<file path="config.mk">
export PLATFORM = sky130hd
export DESIGN_NAME = digit_tick_sequencer_flat
export DESIGN_NICKNAME = d
export VERILOG_FILES = /design/src/rtl/digit_tick_sequencer_if.sv /design/src/rtl/digit_tick_sequencer.sv /design/src/flat_wrapper.sv
export SDC_FILE = /design/constraint.sdc
export NUM_CORES = 1
export LEC_CHECK = 0
export CAP_MARGIN = 15
export CORE_ASPECT_RATIO = 0.9
export CORE_MARGIN = 1.5
export CORE_UTILIZATION = 25
export DETAILED_ROUTE_END_ITERATION = 6
export PLACE_DENSITY = 0.54
export SLEW_MARGIN = 20
export SYNTH_ARGS = -nofsm -noshare
export SYNTH_HDL_FRONTEND = slang
export SYNTH_SLANG_ARGS = --single-unit
</file>
<file path="constraint.sdc">
create_clock -name clk -period 2.76 [get_ports clk]
set_clock_uncertainty 0.2 [all_clocks]
set_input_delay 0.414 -clock clk [delete_from_list [all_inputs] [get_ports clk]]
set_output_delay 0.414 -clock clk [all_outputs]
set_load 0.02 [all_outputs]
</file>
<file path="src/rtl/digit_tick_sequencer_if.sv">
// Command/config inputs and display/bus outputs of the digit tick sequencer.
// The master drives the commands and cfg_div; the slave (the sequencer) returns the display and bus outputs.
interface digit_tick_sequencer_if;
    logic       cmd_start;
    logic       cmd_stop;
    logic       cmd_clear;
    logic [7:0] cfg_div;
    logic [3:0] digit;
    logic       tick;
    logic       wrap;
    logic       running;
    logic [7:0] count_lo;

    modport master (
        output cmd_start, cmd_stop, cmd_clear, cfg_div,
        input  digit, tick, wrap, running, count_lo
    );
    modport slave (
        input  cmd_start, cmd_stop, cmd_clear, cfg_div,
        output digit, tick, wrap, running, count_lo
    );
endinterface

</file>
<file path="src/rtl/digit_tick_sequencer.sv">
// Run/pause/clear controller for the period counter and the 0..DIGIT_MAX digit.
// It emits one-cycle tick and wrap strobes. Every output comes from a register.
module digit_tick_sequencer #(
    parameter logic [23:0] MAX_COUNT = 24'd10_000_000,
    parameter logic [3:0]  DIGIT_MAX = 4'd9
) (
    input  logic                    clk,
    input  logic                    reset,
    digit_tick_sequencer_if.slave   bus
);
    typedef enum logic [1:0] {S_IDLE, S_RUN, S_PAUSE} state_t;

    state_t      r_state;
    state_t      w_state_nxt;
    logic [23:0] r_counter;
    logic [23:0] r_cmp;
    logic [3:0]  r_digit;
    logic        r_tick;
    logic        r_wrap;
    logic        r_running;
    logic [7:0]  r_count_lo;

    logic        w_launch;
    logic        w_advance;
    logic        w_period_end;
    logic [23:0] w_cmp_sel;

    always_ff @(posedge clk or posedge reset) begin
        if (reset) r_state <= S_IDLE;
        else       r_state <= w_state_nxt;
    end

    // A stop in the same cycle always masks a start.
    always_comb begin
        w_state_nxt = r_state;
        if (bus.cmd_clear) begin
            w_state_nxt = S_IDLE;
        end else begin
            case (r_state)
                S_IDLE:  if (bus.cmd_start && !bus.cmd_stop) w_state_nxt = S_RUN;
                S_RUN:   if (bus.cmd_stop)                   w_state_nxt = S_PAUSE;
                S_PAUSE: if (bus.cmd_start && !bus.cmd_stop) w_state_nxt = S_RUN;
                default:                                     w_state_nxt = S_IDLE;
            endcase
        end
    end

    // A counter above the compare value is treated like a match, so the period still ends.
    always_comb begin
        w_launch     = (r_state == S_IDLE) && (w_state_nxt == S_RUN);
        w_advance    = (r_state == S_RUN) && !bus.cmd_clear && !bus.cmd_stop;
        w_period_end = w_advance && (r_counter >= r_cmp);
        w_cmp_sel    = (bus.cfg_div == 8'd0) ? MAX_COUNT : {6'b0, bus.cfg_div, 10'b0};
    end

    // The compare value is loaded only on launch and at a period boundary.
    always_ff @(posedge clk or posedge reset) begin
        if (reset) begin
            r_counter  <= 24'd0;
            r_cmp      <= MAX_COUNT;
            r_digit    <= 4'd0;
            r_tick     <= 1'b0;
            r_wrap     <= 1'b0;
            r_running  <= 1'b0;
            r_count_lo <= 8'd0;
        end else begin
            r_tick     <= w_period_end;
            r_wrap     <= w_period_end && (r_digit >= DIGIT_MAX);
            r_running  <= (w_state_nxt == S_RUN);
            r_count_lo <= r_counter[7:0];
            if (bus.cmd_clear) begin
                r_counter <= 24'd0;
                r_digit   <= 4'd0;
            end else if (w_launch) begin
                r_counter <= 24'd0;
                r_cmp     <= w_cmp_sel;
            end else if (w_period_end) begin
                r_counter <= 24'd0;
                r_cmp     <= w_cmp_sel;
                r_digit   <= (r_digit >= DIGIT_MAX) ? 4'd0 : r_digit + 4'd1;
            end else if (w_advance) begin
                r_counter <= r_counter + 24'd1;
            end
        end
    end

    assign bus.digit    = r_digit;
    assign bus.tick     = r_tick;
    assign bus.wrap     = r_wrap;
    assign bus.running  = r_running;
    assign bus.count_lo = r_count_lo;
endmodule

</file>
<file path="src/flat_wrapper.sv">
// flat-port wrapper written by rule: the top's interface ports become plain ports
module digit_tick_sequencer_flat 
#(
    parameter logic [23:0] MAX_COUNT = 24'd10_000_000,
    parameter logic [3:0]  DIGIT_MAX = 4'd9
)
  (clk, reset, bus_cmd_start, bus_cmd_stop, bus_cmd_clear, bus_cfg_div, bus_digit, bus_tick, bus_wrap, bus_running, bus_count_lo);
  digit_tick_sequencer_if bus_i ();
  input  logic clk;
  input  logic reset;
  input wire logic [$bits(bus_i.cmd_start)-1:0] bus_cmd_start;
  input wire logic [$bits(bus_i.cmd_stop)-1:0] bus_cmd_stop;
  input wire logic [$bits(bus_i.cmd_clear)-1:0] bus_cmd_clear;
  input wire logic [$bits(bus_i.cfg_div)-1:0] bus_cfg_div;
  output wire logic [$bits(bus_i.digit)-1:0] bus_digit;
  output wire logic [$bits(bus_i.tick)-1:0] bus_tick;
  output wire logic [$bits(bus_i.wrap)-1:0] bus_wrap;
  output wire logic [$bits(bus_i.running)-1:0] bus_running;
  output wire logic [$bits(bus_i.count_lo)-1:0] bus_count_lo;
  assign bus_i.cmd_start = bus_cmd_start;
  assign bus_i.cmd_stop = bus_cmd_stop;
  assign bus_i.cmd_clear = bus_cmd_clear;
  assign bus_i.cfg_div = bus_cfg_div;
  assign bus_digit = bus_i.digit;
  assign bus_tick = bus_i.tick;
  assign bus_wrap = bus_i.wrap;
  assign bus_running = bus_i.running;
  assign bus_count_lo = bus_i.count_lo;
  digit_tick_sequencer #(.MAX_COUNT(MAX_COUNT), .DIGIT_MAX(DIGIT_MAX)) u_core (.clk(clk), .reset(reset), .bus(bus_i));
endmodule
</file>
# Word level (Yosys, flattened, before mapping)
# Index checks and enable logic that the tools add are counted.
[classes]
n_addsub = 2
n_lt_le_gt_ge = 2
eq_ne = 4
n_mux = 15
n_bitwise = 1
reduce_logical = 16
[op_table]
columns = ["operator", "n"]
rows = [
  ["$mux 24", 7],
  ["$add 24x1->24 const B", 1],
  ["$ge 24x24->1", 1],
  ["$mux 4", 4],
  ["$logic_not 8->1", 1],
  ["$logic_and 1x1->1", 6],
  ["$mux 2", 3],
  ["$add 4x1->4 const B", 1],
  ["$eq 2x1->1 const B", 2],
  ["$ge 4x4->1 const B", 1],
  ["$pmux 2 s2", 1],
  ["$reduce_and 2->1", 2],
  ["$reduce_bool 2->1", 2],
  ["$reduce_bool 4->1", 1],
  ["$eq 2x2->1 const B", 1],
  ["$logic_not 1->1", 2],
  ["$logic_not 2->1", 1],
  ["$ne 2x2->1 const B", 1],
  ["$reduce_or 2->1", 1],
  ["$not 1->1", 1],
]
[word_totals]
register_bits = 65
in_bits = 13
output_inout_bits = 15
wordCells = 48

# Logic depth before layout (Yosys ltp)
[logic_depth]
depth_word = 9
mapped_depth = 10
mapped_depth_nobuf = 8

# Worst setup path before layout
# OpenSTA, ideal clock, no wires.
[synth_path]
kind = "register to register"
startpoint = "reg u_core.r_cmp[20]"
endpoint = "reg u_core.r_digit[3] (netlist: u_core.bus.digit[3])"
setup_time_ns = 0.122
arrival_time_ns = 2.654
required_time_ns = 2.438
slack_ns = -0.216
path_stages_with_launch = 10
path_buffers = 1
synth_period_minus_slack_ns = 2.976
path_cell_list = "dfstp_2 > inv_1 > ha_1 > nand4bb_1 > or4_1 > o31a_1 > and2_1 > clkbuf_2 > a2111o_1 > a32o_1"
[synth_between]
elab_chain_cells = 4
[synth_lines]
columns = ["item", "line", "source"]
rows = [
  ["start, declared", "digit_tick_sequencer.sv:16", "logic [23:0] r_cmp;"],
  ["start signal, assigned", "digit_tick_sequencer.sv:76", "r_cmp <= w_cmp_sel;"],
  ["start signal, assigned", "digit_tick_sequencer.sv:79", "r_cmp <= w_cmp_sel;"],
  ["$ge 24x24->1", "digit_tick_sequencer.sv:52", "w_period_end = w_advance && (r_counter >= r_cmp);"],
  ["$logic_and 1x1->1", "digit_tick_sequencer.sv:52", ""],
  ["$reduce_bool 2->1 (no line)", "--", ""],
  ["$reduce_and 2->1 (no line)", "--", ""],
  ["end signal, assigned", "digit_tick_sequencer.sv:80", "r_digit <= (r_digit >= DIGIT_MAX) ? 4'd0 : r_digit + 4'd1;"],
  ["end, declared", "digit_tick_sequencer.sv:17", "logic [3:0] r_digit;"],
]
# No other way between the ends.
# A chain may end at the register's enable or synchronous reset.

# Worst setup path in the final report
[layout_path]
startpoint = "reg u_core.r_cmp[20]"
endpoint = "reg u_core.r_counter[19]"
[layout_between]
elab_chain_cells = 5
word_cells_on_any_way = 6
classes_between = "order compare: 1; mux: 3; reduce/logical: 2"
[layout_lines]
columns = ["item", "line", "source"]
rows = [
  ["$ge 24x24->1 *", "digit_tick_sequencer.sv:52", ""],
  ["$logic_and 1x1->1 *", "digit_tick_sequencer.sv:52", ""],
  ["$mux 24", "digit_tick_sequencer.sv:77", "end else if (w_period_end) begin"],
  ["$mux 24", "digit_tick_sequencer.sv:74", "end else if (w_launch) begin"],
  ["$mux 24", "digit_tick_sequencer.sv:71", "if (bus.cmd_clear) begin"],
  ["end signal, assigned", "digit_tick_sequencer.sv:82", "r_counter <= r_counter + 24'd1;"],
  ["end, declared", "digit_tick_sequencer.sv:15", "logic [23:0] r_counter;"],
]
# Mark *: on every way between the ends. The rest lies on a longest branch, timed or not.

==> results.py <==
metrics = {
    "setup_path": {
        "crit_arrival_ns": 2.76,
        "start_kind": "flop",
        "rrSetupSlack_ns": -0.03,
        "critPathCaptureType": "flop",
        "required_ns": 2.73,
        "r2r-end": "u_core.r_counter[19]$_DFFE_PP0P_",
        "r2r_start": "u_core.r_cmp[20]$_DFFE_PP1P_",
        "critPathKind": "flop to flop",
        "cp_max_fo": 10,
        "r2r_cells": 10,
    },
    "place": {
        "dp_hpwl_um": 4350,
        "dp.cells": 441,
        "portBuffers": 27,
        "routabilityCongestion": 0.822,
    },
    "logic_synthesis": {
        "synth-simple-area-share": 0.197,
        "synth-edff-count": 0,
        "ys_seq_area_frac": 0.477,
        "synthesis.nets": 300,
        "synth_fa_ha_area_frac": 0.0856,
        "netlist_instances": 269,
        "synthArstFlopShare": 1.00,
        "synth_warnings": 0,
        "synth_seq_cells": 50,
        "synth_xor_area_frac": 0.0666,
        "syn_area_per_cell_um2": 9.78,
        "muxShareOfSynthArea": 0.0366,
        "synth_compound_area_frac": 0.0856,
        "synth-main-ff-cell": "dfrtp_1",
        "synth_top_family_by_area": "simple AND/OR/NAND/NOR gates",
        "synth_cell_types": 44,
        "synth_area_um2": 2630,
    },
    "detailed_routing": {
        "wl_um": 5920,
        "drt_iter0_drc": 72,
        "drt.antenna.violating_nets": 0,
        "vias_per_cell": 4.52,
        "m1WireLength_um": 3170,
        "met2_length_um": 2450,
        "wl_per_cell_um": 13.1,
        "dr_total_vias": 2040,
        "drtPass1Iterations": 5,
        "remaining_drc_errors": 0,
        "top_layer_used": "met4",
        "met3WireLength_um": 239,
    },
    "timing": {
        "rsz0062_at_grt": "yes",
        "max_freq_mhz": 358,
        "fin_setup_tns_ns": -0.283,
        "post-route-min-period_ns": 2.79,
        "tightest_slew_ns": 0.599,
        "maxSlewHeadroom": 0.597,
        "period_share": 1.01,
        "hold_viol_final": 0,
        "setup_slack_ns": -0.0301,
        "drv_slew": 0,
        "setup_violations": 16,
    },
    "finish": {
        "layout_commonest_cell": "dfrtp_1",
        "final_cell_mix": "dfrtp_1 (46), nor2_1 (35), clkdlybuf4s50_1 (27)",
        "drive_gt1_frac": 0.168,
        "insertedDiodeCount": 0,
        "syn_to_final_growth_pct": 30.6,
        "fin_cells": 451,
        "nNetsFinal": 353,
    },
    "job": {
        "cap_violations": 0,
    },
    "floorplanning": {
        "die_area_um2": 11200,
        "io_pins": 28,
        "placementRows": 35,
        "core_um2": 10200,
        "die_h_um": 100,
        "die_x_um": 111,
        "initial_core_util": 0.257,
    },
    "clock_network": {
        "ctsRootBufferMaster": "clkbuf_16",
        "clk_pin_slew_worst_paths_ns": 0.06,
        "cts_made_buffers": 5,
        "cts.path.max_buffers": 2,
        "insertion_delay_ns": 0.28,
        "cts_sinks": 50,
        "cts_tree": "yes",
        "cts_max_level": 2,
    },
    "status": {
        "status": "finished, violations left",
        "violations": "setup timing",
    },
    "worst_hold_path": {
        "hold_path.class": "flop to flop",
        "min_path_cells": 0,
        "hp-start": "u_core.r_counter[4]$_DFFE_PP0P_",
        "holdPathEnd": "u_core.bus.count_lo[4]$_DFF_PP0_",
    },
    "global_route": {
        "grt_max_degree": 26,
        "globalRouteOverflowTotal": 0,
        "grt_pass1_vias": 2018,
        "grt_pass1_wl_um": 10000,
        "gr-usage-all-layers": 0.112,
        "antenna_found_initial": 0,
    },
    "pwr": {
        "p_per_area_nw_per_um2": 450,
        "ir_drop_uv": 233,
        "cellLeakagePower_nw": 1.47,
    },
}
## report_power, final
group	internal (W)	switching (W)	leakage (nW)
Combinational	0.0000891	0.0000943	0.727
Clock	0.000328	0.000252	0.0694
Sequential	0.000770	0.0000135	0.673
## metal layers
| layer | track usage | vias up |
|---|---|---|
| met5 | 0 | - |
| met4 | 0.0380 | 0 |
| met3 | 0.0284 | 6 |
| met2 | 0.158 | 41 |
| met1 | 0.166 | 958 |
| li1 | - | 1035 |
## cell usage after synthesis (all sizes together) (2+ instances only)
cell    count  share of area
nor3        9          0.017
inv        25          0.036
nand2b      2         0.0048
nor4        4         0.0095
or2         2         0.0048
and4        3          0.010
a21oi      14          0.027
dfstp       4          0.040
mux2        5          0.021
nand4       6          0.014
and3        2         0.0048
mux2i       4          0.015
o31ai       5          0.014
or3         2         0.0048
nor2       36          0.052
o21ai       3         0.0057
ha         18          0.086
xor2        3          0.010
a211oi      2         0.0057
xnor2      17          0.057
nor2b       3         0.0071
clkbuf      5         0.0076
nand2      17          0.024
nand4b      2         0.0067
nand3      13          0.025
dfrtp      46           0.44
buf         3         0.0076
## logic make-up (layout without fill, tap and decap cells)
family	count (synthesis)	count (layout)
buffers and inverters	33	86
AND/OR/NAND/NOR	105	105
adder cells (fa/ha/maj)	18	18
flip-flops	50	50
multiplexers	9	9
AO/OA/AOI/OAI	34	34
XOR/XNOR	20	20
## flip-flops by register name, indices dropped and copies added (netlist names)
signal	count
u_core.r_counter	24
u_core.bus.wrap	1
u_core.r_state	2
u_core.bus.tick	1
u_core.bus.digit	4
u_core.bus.running	1
u_core.r_cmp	9
u_core.bus.count_lo	8
## worst max-delay path, stage by stage (launching register included)
cell	delay (ns)
dfstp_2	0.56
inv_4	0.05
ha_4	0.26
nand4b_1	0.10
or4_4	0.53
o31a_1	0.28
a21oi_2	0.20
buf_4	0.16
or2_4	0.14
clkbuf_16	0.15
nor2_1	0.04
## what timing repair did
item                       4_1_cts  5_1_grt
gates cloned                     0        1
pin swaps                        1        0
setup endpoints to repair       28       31
hold buffers                     0        0
setup buffers                    2        0
resized for setup                4        5
## through the flow
stage	total power (W)	worst slack [ns]	hold slack [ns]	util	instance area (um2)
finish	0.00155	-0.0301	0.249	0.335	3440
global route	0.00163	-0.127	0.274	0.335	3440
CTS	0.00156	-0.00693	0.252	0.331	3400
detailed placement	0.000967	-0.0625	0.229	0.315	3230
global placement	0.000963	-0.0102	0.233	0.315	3230
floorplan	0.000896	-0.0220	0.173	-	2650
## final cells by class
type | count | area (um2)
flip-flops and latches | 50 | 1260
well taps | 129 | 161
clock inverters | 2 | 10.0
inverters | 25 | 96.3
fillers | 1071 | 6810
clock buffers | 5 | 125
multi-input cells | 186 | 1280
repair buffers | 54 | 507
## worst max path at each step
stage / start / slack [ns] / to / depth (start not counted)
final: u_core.r_cmp[20]$_DFFE_PP1P_ / -0.03 / u_core.r_counter[19]$_DFFE_PP0P_ / 10
after global routing: u_core.r_cmp[20]$_DFFE_PP1P_ / -0.13 / u_core.bus.digit[2]$_DFFE_PP0P_ / 10
after CTS: u_core.r_cmp[20]$_DFFE_PP1P_ / -0.007 / u_core.bus.digit[3]$_DFFE_PP0P_ / 8
after detailed placement: u_core.r_cmp[20]$_DFFE_PP1P_ / -0.06 / u_core.r_cmp[11]$_DFFE_PP0P_ / 9
after global placement: u_core.r_cmp[20]$_DFFE_PP1P_ / -0.01 / u_core.r_cmp[13]$_DFFE_PP0P_ / 9
after floorplan: u_core.r_cmp[20]$_DFFE_PP1P_ / -0.02 / u_core.bus.digit[3]$_DFFE_PP0P_ / 9
No activity file was read; power rests on OpenSTA's default activity.
